### src/rtl/wb_lfsr_pkg.sv
// Shared types and sizing for the wb_lfsr Wishbone master.
// States, bus widths and parameter defaults live here.
package wb_lfsr_pkg;

    typedef enum logic [1:0] {
        ST_IDLE,
        ST_REQ,
        ST_WAIT_ACK,
        ST_RESP
    } state_e;

    localparam int WB_ADDR_W     = 3;
    localparam int WB_WDATA_W    = 8;
    localparam int WB_RDATA_W    = 1;
    localparam int READ_BITS_DEF = 8;
    localparam int TIMEOUT_DEF   = 255;

endpackage

### src/rtl/wb_lfsr_master_timeout.sv
// Per-beat ack watchdog: loadable down-counter with an expiry flag.
// Only instantiated when WB_MASTER_TIMEOUT_EN is defined.
module wb_timeout #(
    parameter int TIMEOUT = 255
) (
    input  logic i_clk,
    input  logic i_reset_n,
    input  logic i_load,
    input  logic i_run,
    output logic o_expired
);

    localparam int W = (TIMEOUT < 2) ? 1 : $clog2(TIMEOUT);

    logic [W-1:0] cnt_q;

    // Loaded with TIMEOUT-1 so expiry is seen on the TIMEOUT-th busy cycle.
    always_ff @(posedge i_clk) begin
        if (!i_reset_n) begin
            cnt_q <= '0;
        end else if (i_load) begin
            cnt_q <= W'(TIMEOUT - 1);
        end else if (i_run && cnt_q != '0) begin
            cnt_q <= cnt_q - 1'b1;
        end
    end

    assign o_expired = i_run && (cnt_q == '0);

endmodule

### src/rtl/wb_lfsr_master.sv
// Wishbone pipelined master turning byte commands into write or packed-read beats.
// Optional ack watchdog enabled by defining WB_MASTER_TIMEOUT_EN.
module wb_lfsr_master
    import wb_lfsr_pkg::*;
#(
    parameter int READ_BITS = READ_BITS_DEF,
    parameter int TIMEOUT   = TIMEOUT_DEF
) (
    input  logic                  i_clk,
    input  logic                  i_reset_n,
    input  logic                  i_cmd_valid,
    output logic                  o_cmd_ready,
    input  logic                  i_cmd_we,
    input  logic [WB_ADDR_W-1:0]  i_cmd_addr,
    input  logic [WB_WDATA_W-1:0] i_cmd_data,
    output logic                  o_rsp_valid,
    input  logic                  i_rsp_ready,
    output logic [7:0]            o_rsp_data,
    output logic                  o_rsp_err,
    output logic                  o_wb_cyc,
    output logic                  o_wb_stb,
    output logic                  o_wb_we,
    output logic [WB_ADDR_W-1:0]  o_wb_addr,
    output logic [WB_WDATA_W-1:0] o_wb_data,
    input  logic                  i_wb_stall,
    input  logic                  i_wb_ack,
    input  logic [WB_RDATA_W-1:0] i_wb_data
);

    if (READ_BITS < 1 || READ_BITS > 8 || TIMEOUT < 1) begin : g_bad_cfg
        $error("wb_lfsr_master: READ_BITS must be 1..8, TIMEOUT >= 1");
    end

    localparam logic [2:0] LAST_BEAT = 3'(READ_BITS - 1);

    state_e                state_q, state_d;
    logic                  we_q;
    logic [WB_ADDR_W-1:0]  addr_q;
    logic [WB_WDATA_W-1:0] wdata_q;
    logic [2:0]            count_q;
    logic [7:0]            shift_q;
    logic                  err_q;

    logic accept;
    logic beat_done;
    logic last_beat;
    logic timed_out;
    logic tmo_expired;

    assign last_beat = we_q || (count_q == LAST_BEAT);

    always_comb begin
        state_d     = state_q;
        accept      = 1'b0;
        beat_done   = 1'b0;
        timed_out   = 1'b0;
        o_cmd_ready = 1'b0;
        o_wb_cyc    = 1'b0;
        o_wb_stb    = 1'b0;
        o_rsp_valid = 1'b0;
        unique case (state_q)
            ST_IDLE: begin
                o_cmd_ready = i_reset_n;
                if (i_cmd_valid) begin
                    accept  = 1'b1;
                    state_d = ST_REQ;
                end
            end
            ST_REQ: begin
                o_wb_cyc = 1'b1;
                o_wb_stb = 1'b1;
                if (!i_wb_stall && i_wb_ack) begin
                    beat_done = 1'b1;
                end else if (tmo_expired) begin
                    timed_out = 1'b1;
                end else if (!i_wb_stall) begin
                    state_d = ST_WAIT_ACK;
                end
            end
            ST_WAIT_ACK: begin
                o_wb_cyc = 1'b1;
                if (i_wb_ack) begin
                    beat_done = 1'b1;
                end else if (tmo_expired) begin
                    timed_out = 1'b1;
                end
            end
            ST_RESP: begin
                o_rsp_valid = 1'b1;
                if (i_rsp_ready) begin
                    state_d = ST_IDLE;
                end
            end
            default: state_d = ST_IDLE;
        endcase
        if (beat_done) begin
            state_d = last_beat ? ST_RESP : ST_REQ;
        end
        if (timed_out) begin
            state_d = ST_RESP;
        end
    end

    always_ff @(posedge i_clk) begin
        if (!i_reset_n) begin
            state_q <= ST_IDLE;
            we_q    <= 1'b0;
            addr_q  <= '0;
            wdata_q <= '0;
            count_q <= '0;
            shift_q <= '0;
            err_q   <= 1'b0;
        end else begin
            state_q <= state_d;
            if (accept) begin
                we_q    <= i_cmd_we;
                addr_q  <= i_cmd_addr;
                wdata_q <= i_cmd_data;
                count_q <= '0;
                shift_q <= '0;
                err_q   <= 1'b0;
            end
            // Read bits land LSB-first, indexed by beat number.
            if (beat_done) begin
                if (!we_q) begin
                    shift_q[count_q] <= i_wb_data[0];
                end
                if (!last_beat) begin
                    count_q <= count_q + 3'd1;
                end
            end
            if (timed_out) begin
                err_q <= 1'b1;
            end
        end
    end

`ifdef WB_MASTER_TIMEOUT_EN
    logic tmo_load;
    logic tmo_run;

    assign tmo_load = (state_d == ST_REQ) && (state_q != ST_REQ || beat_done);
    assign tmo_run  = (state_q == ST_REQ) || (state_q == ST_WAIT_ACK);

    wb_timeout #(
        .TIMEOUT (TIMEOUT)
    ) u_timeout (
        .i_clk     (i_clk),
        .i_reset_n (i_reset_n),
        .i_load    (tmo_load),
        .i_run     (tmo_run),
        .o_expired (tmo_expired)
    );
`else
    assign tmo_expired = 1'b0;
`endif

    assign o_rsp_data = shift_q;
    assign o_rsp_err  = err_q;
    assign o_wb_we    = we_q;
    assign o_wb_addr  = addr_q;
    assign o_wb_data  = wdata_q;

endmodule

### config.mk
export PLATFORM = sky130hd
export DESIGN_NAME = wb_lfsr_master
export DESIGN_NICKNAME = d
export VERILOG_FILES = /design/src/rtl/wb_lfsr_pkg.sv /design/src/rtl/wb_lfsr_master_timeout.sv /design/src/rtl/wb_lfsr_master.sv
export SDC_FILE = /design/constraint.sdc
export NUM_CORES = 1
export LEC_CHECK = 0
export CELL_PAD_IN_SITES_DETAIL_PLACEMENT = 1
export CELL_PAD_IN_SITES_GLOBAL_PLACEMENT = 2
export CORE_ASPECT_RATIO = 0.9
export CORE_UTILIZATION = 26
export CTS_CLUSTER_DIAMETER = 100
export CTS_CLUSTER_SIZE = 12
export DETAILED_ROUTE_END_ITERATION = 6
export PLACE_DENSITY = 0.85
export SYNTH_ARGS = -nofsm -noshare
export SYNTH_HDL_FRONTEND = slang
export SYNTH_SLANG_ARGS = --single-unit
### constraint.sdc
create_clock -name i_clk -period 3.9 [get_ports i_clk]
set_input_delay 0.78 -clock i_clk [delete_from_list [all_inputs] [get_ports i_clk]]
set_output_delay 0.78 -clock i_clk [all_outputs]
set_load 0.005 [all_outputs]
==> out/results.tsv <==
stage	metric	value	unit
synthesis	largest family of logic cells by synthesized area	simple AND/OR/NAND/NOR gates	
placed_design	Port Buffer Count	42	
layout	most frequent cells in the layout	clkdlybuf4s50_1 (42), nand2_1 (39), dfxtp_1 (25), a21boi_1 (11), mux2i_1 (8)	
sta	Slew HR	0.651	
die	Horiz. Die Dim	73.9	um
die	core area	4460	sq um
synthesis	Post-Synth XOR/XNOR Area	0	
pwr	Sw Pwr	163	uW
route	total vias in the final route	1109	
pwr	sequential fraction of design power	0.483	
placed_design	pre-CTS setup slack	1.17	ns
pwr	Peak VDD IR	0.000188	V
sta	Worst Tran Pin Value	0.522	ns
setup_path	Critical Path End Type	output port	
route	Routed WL	3.06	mm
sta	Final Cycle Share	0.696	
die	Starting Density	0.272	
global_route	initial antenna violation count	0	
route	drt first pass iters	5	
synthesis	post-synthesis mux area share	0.0661	
global_route	gr ovfl total	0	
sta	RSZ-0062 raised after global routing	false	
route	drc violations	0	
cts	CTS root buf	clkbuf_8	
setup_path	CP dominant cell by count	clkdlybuf4s50_1	
layout	commonest non-fill, non-tap cell in the layout	clkdlybuf4s50_1	
synthesis	synth top area cells	dfxtp_1 (41%), nand2_1 (12%), a21boi_1 (6.8%)	
synthesis	Post-synth EDFFs	0	
setup_path	worst path cell trace	clkdlybuf4s50_1 -> and2_1 -> clkdlybuf4s50_1	
synthesis	Post-Synth Adder-Cell Area	0.0620	
cts	TritonCTS clock tree	yes	
synthesis	Synth Flop Type	dfxtp_1	
status	status	complete, no violations	
global_route	largest net degree at the start of global routing	23	
pwr	Clock Power Share	0.285	
synthesis	complex-gate fraction of the synthesized area	0.176	
route	vias per cell	4.58	
pwr	sw frac	0.283	
route	Antenna Nets Post-Route	0	
cts	Setup Buffers After CTS	0	
layout	ANT cells	0	
sta	Clock Skews	0.00394	ns
cts	Clock Tree Buf Depth	2	
synthesis	Async S/R FF share, synth	0	
sta	Setup Total Neg Slack	0	ns
synthesis	Mapped Nets	164	
placed_design	dpl hpwl	2.37	mm
layout	Fillers	549	
cts	Inserted Clock Buffers	3	
pwr	cell-internal power	414	uW
synthesis	post-synth top area cell	dfxtp_1	
sta	Pins Over Slew Limit	0	
cts	Worst-path clk slew	0.10	ns
layout	area grow syn2layout	43.7	%
sta	Worst Setup Slack, final	1.18	ns
setup_path	WS Path Type	input pin to output port	
synthesis	Mean Syn Cell Area	8.71	sq um
die	die height	66.8	um
sta	Fin. Hold Viols	0	
cts	cts hold-fix bufs	0	
placed_design	placer congestion estimate	0.733	
layout	storage element area	500	sq um
synthesis	Simple-Gate Fraction of Synth Area	0.246	
global_route	number of global-route vias before repair	1065	
synthesis	Synth warnings	0	
global_route	gr usage total	0.133	
die	io pins	44	
cts	H-tree depth	1	
sta	WHS	0.465	ns
synthesis	Synth Register Bits	25	
die	die area	4940	sq um
synthesis	Post-Syn Area	1210	sq um
setup_path	Startpoint Class	input pin	
pwr	cell area power density	332	nW/um^2
setup_path	Crit path largest cell delay	0.52	ns
global_route	first-pass GRT wire length	4.93	mm
pwr	Design Power	578	uW
pwr	Comb pwr share	0.232	
layout	layout cells sized above 1	0.0556	
setup_path	Worst EP arrival	1.94	ns
cts	Skew-Pair Late Insertion Delay	0.27	ns
sta	clock period minus worst slack	2.72	ns
synthesis	Netlist cell types	31	
route	routed length per instance	12.7	um
cts	# clock sinks	25	
layout	NumNets Final	206	
die	row count	23	
route	Initial DRC Count	21	
sta	Max Fclk	368	MHz
synthesis	register area share after synthesis	0.413	
setup_path	Worst Path Required	3.12	ns
flow_run	max cap viols	0	
cts	# resized after CTS	0	
pwr	Pleak	0.649	nW
sta	Setup Viol. Count Final	0	
synthesis	Synth top area share	0.413	
setup_path	largest fanout on the critical path	2	
layout	area of the multi-input gates	669	sq um
hold_path	hold crit path type	register to register	
setup_path	CP max-delay cell	clkdlybuf4s50_1	
synthesis	Synth Instances	139	
-- cells by family (layout without fill, tap and decap cells) --
kind of cell | Yosys count | in the layout
AOI/OAI and AO/OA | 27 | 27
adders and majority gates | 6 | 6
buffers and inverters | 10 | 51
DFF | 25 | 25
muxes | 8 | 8
other | 1 | 1
and+or+nand+nor | 62 | 62
-- final timing paths --
check                                   from       endpoint  slack (ns)  cells after the start
worst max-delay path               i_reset_n    o_cmd_ready        1.18                      3
worst min-delay path            o_wb_data[1]   o_wb_data[1]        0.46                      2
worst max register to register    state_q[0]  o_rsp_data[5]        2.09                      6
worst min register to register  o_wb_data[1]   o_wb_data[1]        0.46                      2
-- layer usage --
layer / GRT usage / wire length, um / vias up
li1: - / - / 553
met1: 0.148 / 1310 / 523
met2: 0.234 / 1500 / 31
met3: 0.0590 / 242 / 2
met4: 0.0216 / 12 / 0
met5: 0 / 0 / -
-- cell type report --
class | count | share of cell area
Multi-Input combinational cell | 104 | 0.385
Sequential cell | 25 | 0.288
Timing Repair Buffer | 43 | 0.246
Tap cell | 62 | 0.0446
Clock buffer | 3 | 0.0237
Inverter | 4 | 0.00863
Clock inverter | 1 | 0.00503
-- Yosys cell counts (all sizes together), types with 2 or more instances --
cell type and instances:
nand3b 2, nand2 39, inv 4, dfxtp 25, clkbuf 5, o22ai 2
o21a 2, and2 3, nor4 3, o21ai 4, nand4 2, ha 6
nor2 5, nand3 2, a21boi 13, nand2b 2, mux2i 8
-- metrics by stage --
step                       util  std cells  cell area (sq um)
after floorplan               -        139               1210
after global placement    0.379        238               1690
after detailed placement  0.379        238               1690
after CTS                 0.390        242               1740
after global routing      0.390        242               1740
final                     0.390        242               1740
-- worst max-delay path: cells and delay by family --
kind / cells / cell delay [ns]
buffers and inverters: 2 / 1.01
AND/OR/NAND/NOR: 1 / 0.14
-- state kept, by name, indices dropped and copies added, names as in the netlist --
name,flops
o_rsp_data,8
state_q,2
o_wb_data,8
o_wb_we,1
count_q,3
o_wb_addr,3
-- power groups by stage --
stage               logic [mW]  registers [mW]  clock network [mW]
floorplan               0.0672           0.284                   0
global placement         0.133           0.284                   0
detailed placement       0.137           0.285                   0
CTS                      0.138           0.279               0.172
global route             0.150           0.281               0.183
finish                   0.134           0.279               0.165
No activity file was read; power rests on OpenSTA's default activity.
==> variant 1: new RTL, same flow settings <==
The 4 states of `state_e` get a one-hot encoding in 4 bits.
--- a/src/rtl/wb_lfsr_pkg.sv
+++ b/src/rtl/wb_lfsr_pkg.sv
@@ -3,9 +3,9 @@
 package wb_lfsr_pkg;
 
-    typedef enum logic [1:0] {
-        ST_IDLE,
-        ST_REQ,
-        ST_WAIT_ACK,
-        ST_RESP
+    typedef enum logic [3:0] {
+        ST_IDLE     = 4'b0001,
+        ST_REQ      = 4'b0010,
+        ST_WAIT_ACK = 4'b0100,
+        ST_RESP     = 4'b1000
     } state_e;
 
Behaviour: same outputs for any inputs over 10 cycles, from zero or initial values and one cycle with i_reset_n low; not proved beyond that.
==> variant 1 against the original RTL <==
- sequential share of layout area increased by 2.1 points
- global-route usage increased by 1.8 points
- area after synthesis increased by 4.0%
- cell area increased by 0.79%
- cell count increased by 5.4%
- power increased by 0.18%
- die area increased by 3.9%
- wire length increased by 15%
- sequential cell count increased by 2
- worst setup slack got worse by 0.039 ns
- largest cell class unchanged
- highest routed layer unchanged
==> variant 1: results (changes against the original RTL) <==
| Metric | Value |
|---|---|
| DP Wirelength | 2.59 mm (was 2.37 mm) |
| DRT iter0 DRCs | 121 (was 21) |
| Sw Ratio | 0.278 (was 0.283) |
| Wire length per cell | 13.8 µm (was 12.7 µm) |
| Fillers | 562 (was 549) |
| DP Cell Count | 251 (was 238) |
| Drt pass-1 iters | 4 (was 5) |
| Global-route wire length before repair | 5.88 mm (was 4.93 mm) |
| Sequential cell area fraction in the yosys report | 0.429 (was 0.413) |
| Clock skew | 0.00336 ns (was 0.00394 ns) |
| Vias per cell | 4.93 (was 4.58) |
| Largest net degree at the start of global routing | 25 (was 23) |
| DP Area | 0.00171 mm² (was 0.00169 mm²) |
| Routed wl met2 | 1.78 mm (was 1.50 mm) |
| Post-Synthesis Net Count | 177 (was 164) |
| Status | completed (unchanged) |
| Area contributors post-synth | dfxtp_1 43%, nand2_1 10%, a21oi_1 9.5%, o211ai_1 4.8%, nand4_1 4.0% (was dfxtp_1 41%, nand2_1 12%, a21boi_1 6.8%, mux2i_1 6.6%, ha_1 6.2%) |
| DRT met1 WL | 1.53 mm (was 1.31 mm) |
| Pleak | 0.613 nW (was 0.649 nW) |
| Metal3 WL | 197 µm (was 242 µm) |
| Vias in the first global route | 1278 (was 1065) |
| Share of cells above drive strength 1 | 0.0466 (was 0.0556) |
| Unique cell type count in the Yosys netlist | 30 (was 31) |
| Total GRT Usage | 0.151 (was 0.133) |
| Finished Layout Cells | 255 (was 242) |
| Pre-CTS setup slack | 1.15 ns (was 1.17 ns) |
| Layout Nets | 215 (was 206) |
| Peak supply drop | 229 µV (was 188 µV) |
| Footprint of the multi-input gates | 658 µm² (was 669 µm²) |
| CP Max Fanout | 5 (was 2) |
==> variant 1: per-layer routing <==
layer / up-vias / global-route usage
li1: 624 / -
met1: 604 / 0.173
met2: 26 / 0.278
met3: 3 / 0.0501
met4: 0 / 0.0208
met5: - / 0
==> variant 1: worst reg2reg max path, delay by kind of cell (launching register included) <==
kind	cells	cell delay [ns]
compound gates	1	0.18
simple gates	3	1.42
flops	1	0.46
==> variant 1: final timing paths <==
path / slack, ns / from / end / depth (start not counted)
setup / recovery: 1.15 / i_reset_n / o_cmd_ready / 3
setup reg to reg: 1.74 / state_q[0] / count_q[0] / 4
hold reg to reg: 0.46 / o_wb_data[0] / o_wb_data[0] / 2
hold / removal: 0.46 / o_wb_data[0] / o_wb_data[0] / 2
==> variant 1: cell type report <==
cell class | instances | area share
flip-flops and latches | 27 | 0.308
well taps | 62 | 0.0442
clock buffers | 3 | 0.0235
repair buffers | 42 | 0.240
multi-input cells | 117 | 0.375
clock inverters | 1 | 0.00285
inverters | 3 | 0.00642
==> variant 1: cell families after synthesis <==
logic type	synth area share
adders and majority gates	0.0199
buffers and inverters	0.0487
and+or+nand+nor	0.290
DFF	0.429
other	0.00298
AOI/OAI and AO/OA	0.210
==> variant 1: power by group through the flow <==
stage,combinational [mW],clock (mW),sequential (mW)
3_5_place_dp,0.115,0,0.309
4_1_cts,0.115,0.171,0.302
2_1_floorplan,0.0580,0,0.307
5_1_grt,0.127,0.182,0.304
3_3_place_gp,0.111,0,0.307
6_report,0.114,0.163,0.302
==> variant 2: new RTL, same settings <==
Without the edit above. `WB_ADDR_W`: 3 -> 2.
--- a/src/rtl/wb_lfsr_pkg.sv
+++ b/src/rtl/wb_lfsr_pkg.sv
@@ -10,5 +10,5 @@
     } state_e;
 
-    localparam int WB_ADDR_W     = 3;
+    localparam int WB_ADDR_W     = 2;
     localparam int WB_WDATA_W    = 8;
     localparam int WB_RDATA_W    = 1;
Interface: changed (resized i_cmd_addr and o_wb_addr); port bits go from 44 to 42. No check against the original RTL was run, so the function may have changed too.
==> variant 2 against the original RTL <==
- area after synthesis decreased by 6.0%
- synthesized cell count decreased by 2.2%
- worst setup slack got worse by 0.41 ns
- cell area decreased by 6.1%
- sequential cell count decreased by 1
- clock power increased by 4%
- wire length decreased by 4.1%
- power decreased by 4.9%
- combinational power decreased by 15%
- register-to-register slack got worse by 0.29 ns
- largest power group unchanged
- cell count decreased by 7.4%
==> variant 2: results (changes against the original RTL) <==
| Metric | Value |
|---|---|
| Status | completed (unchanged) |
| Worst Hold Path EP | o_wb_data[6] (was o_wb_data[1]) |
| Global-route wire length before repair | 4.80 mm (was 4.93 mm) |
| DRT iter0 DRCs | 34 (was 21) |
| Clock skew | 0.00301 ns (was 0.00394 ns) |
| Peak supply drop | 190 µV (was 188 µV) |
| GR Layer Usage met1 | 0.156 (was 0.148) |
| GR Util met2 | 0.231 (was 0.234) |
| Sequential cell area fraction in the yosys report | 0.422 (was 0.413) |
| Flop pwr share | 0.482 (was 0.483) |
| Unique cell type count in the Yosys netlist | 28 (was 31) |
| Post-synthesis adder-cell area fraction | 0.0659 (was 0.0620) |
| Critical Path Max Stage Delay | 0.61 ns (was 0.52 ns) |
| Psw | 0.144 mW (was 0.163 mW) |
| Synth Area in Compound Gates | 0.166 (was 0.176) |
| Worst slew pin tran | 0.720 ns (was 0.522 ns) |
| Clock group power | 0.171 mW (was 0.165 mW) |
| Vias per cell | 4.69 (was 4.58) |
| DP Area | 0.00158 mm² (was 0.00169 mm²) |
| Synth cell count leaders | 39 x nand2_1, 24 x dfxtp_1, 14 x a21oi_1, 9 x mux2i_1, 8 x inv_1 (was 39 x nand2_1, 25 x dfxtp_1, 11 x a21boi_1, 8 x mux2i_1, 6 x ha_1) |
| Total GRT Usage | 0.132 (was 0.133) |
| Port bufs | 40 (was 42) |
| Critical Path AT | 2.34 ns (was 1.94 ns) |
| Pre-CTS setup slack | 0.804 ns (was 1.17 ns) |
| DP Wirelength | 2.30 mm (was 2.37 mm) |
| Pleak | 0.657 nW (was 0.649 nW) |
| Layout Nets | 201 (was 206) |
| Vias in the first global route | 1073 (was 1065) |
| Share of cells above drive strength 1 | 0.0511 (was 0.0556) |
| Area contributors post-synth | dfxtp_1 42%, nand2_1 13%, mux2i_1 7.9%, ha_1 6.6%, a21oi_1 6.2% (was dfxtp_1 41%, nand2_1 12%, a21boi_1 6.8%, mux2i_1 6.6%, ha_1 6.2%) |
| Routed wl met2 | 1.51 mm (was 1.50 mm) |
| Drt pass-1 iters | 3 (was 5) |
## variant 2: cell type report
| class | count | area (µm²) |
|---|---|---|
| Sequential cell | 24 | 480 |
| Multi-Input combinational cell | 100 | 608 |
| Timing Repair Buffer | 40 | 400 |
| Clock buffer | 4 | 55.1 |
| Inverter | 8 | 30.0 |
| Fill cell | 498 | 2490 |
| Tap cell | 48 | 60.1 |
## variant 2: through the flow
step,hold slack [ns],util,cells
3_3_place_gp,0.441,0.382,220
4_1_cts,0.466,0.396,224
5_1_grt,0.488,0.396,224
6_report,0.460,0.396,224
2_1_floorplan,0.453,-,136
3_5_place_dp,0.454,0.382,220
## variant 2: worst max-delay path by stage
stage	to	slack (ns)	depth (start not counted)
final	o_cmd_ready	0.78	4
after global routing	o_cmd_ready	0.69	4
after detailed placement	o_cmd_ready	0.80	4
after global placement	o_cmd_ready	0.82	4
after CTS	o_cmd_ready	0.80	4
after floorplan	o_cmd_ready	1.86	3
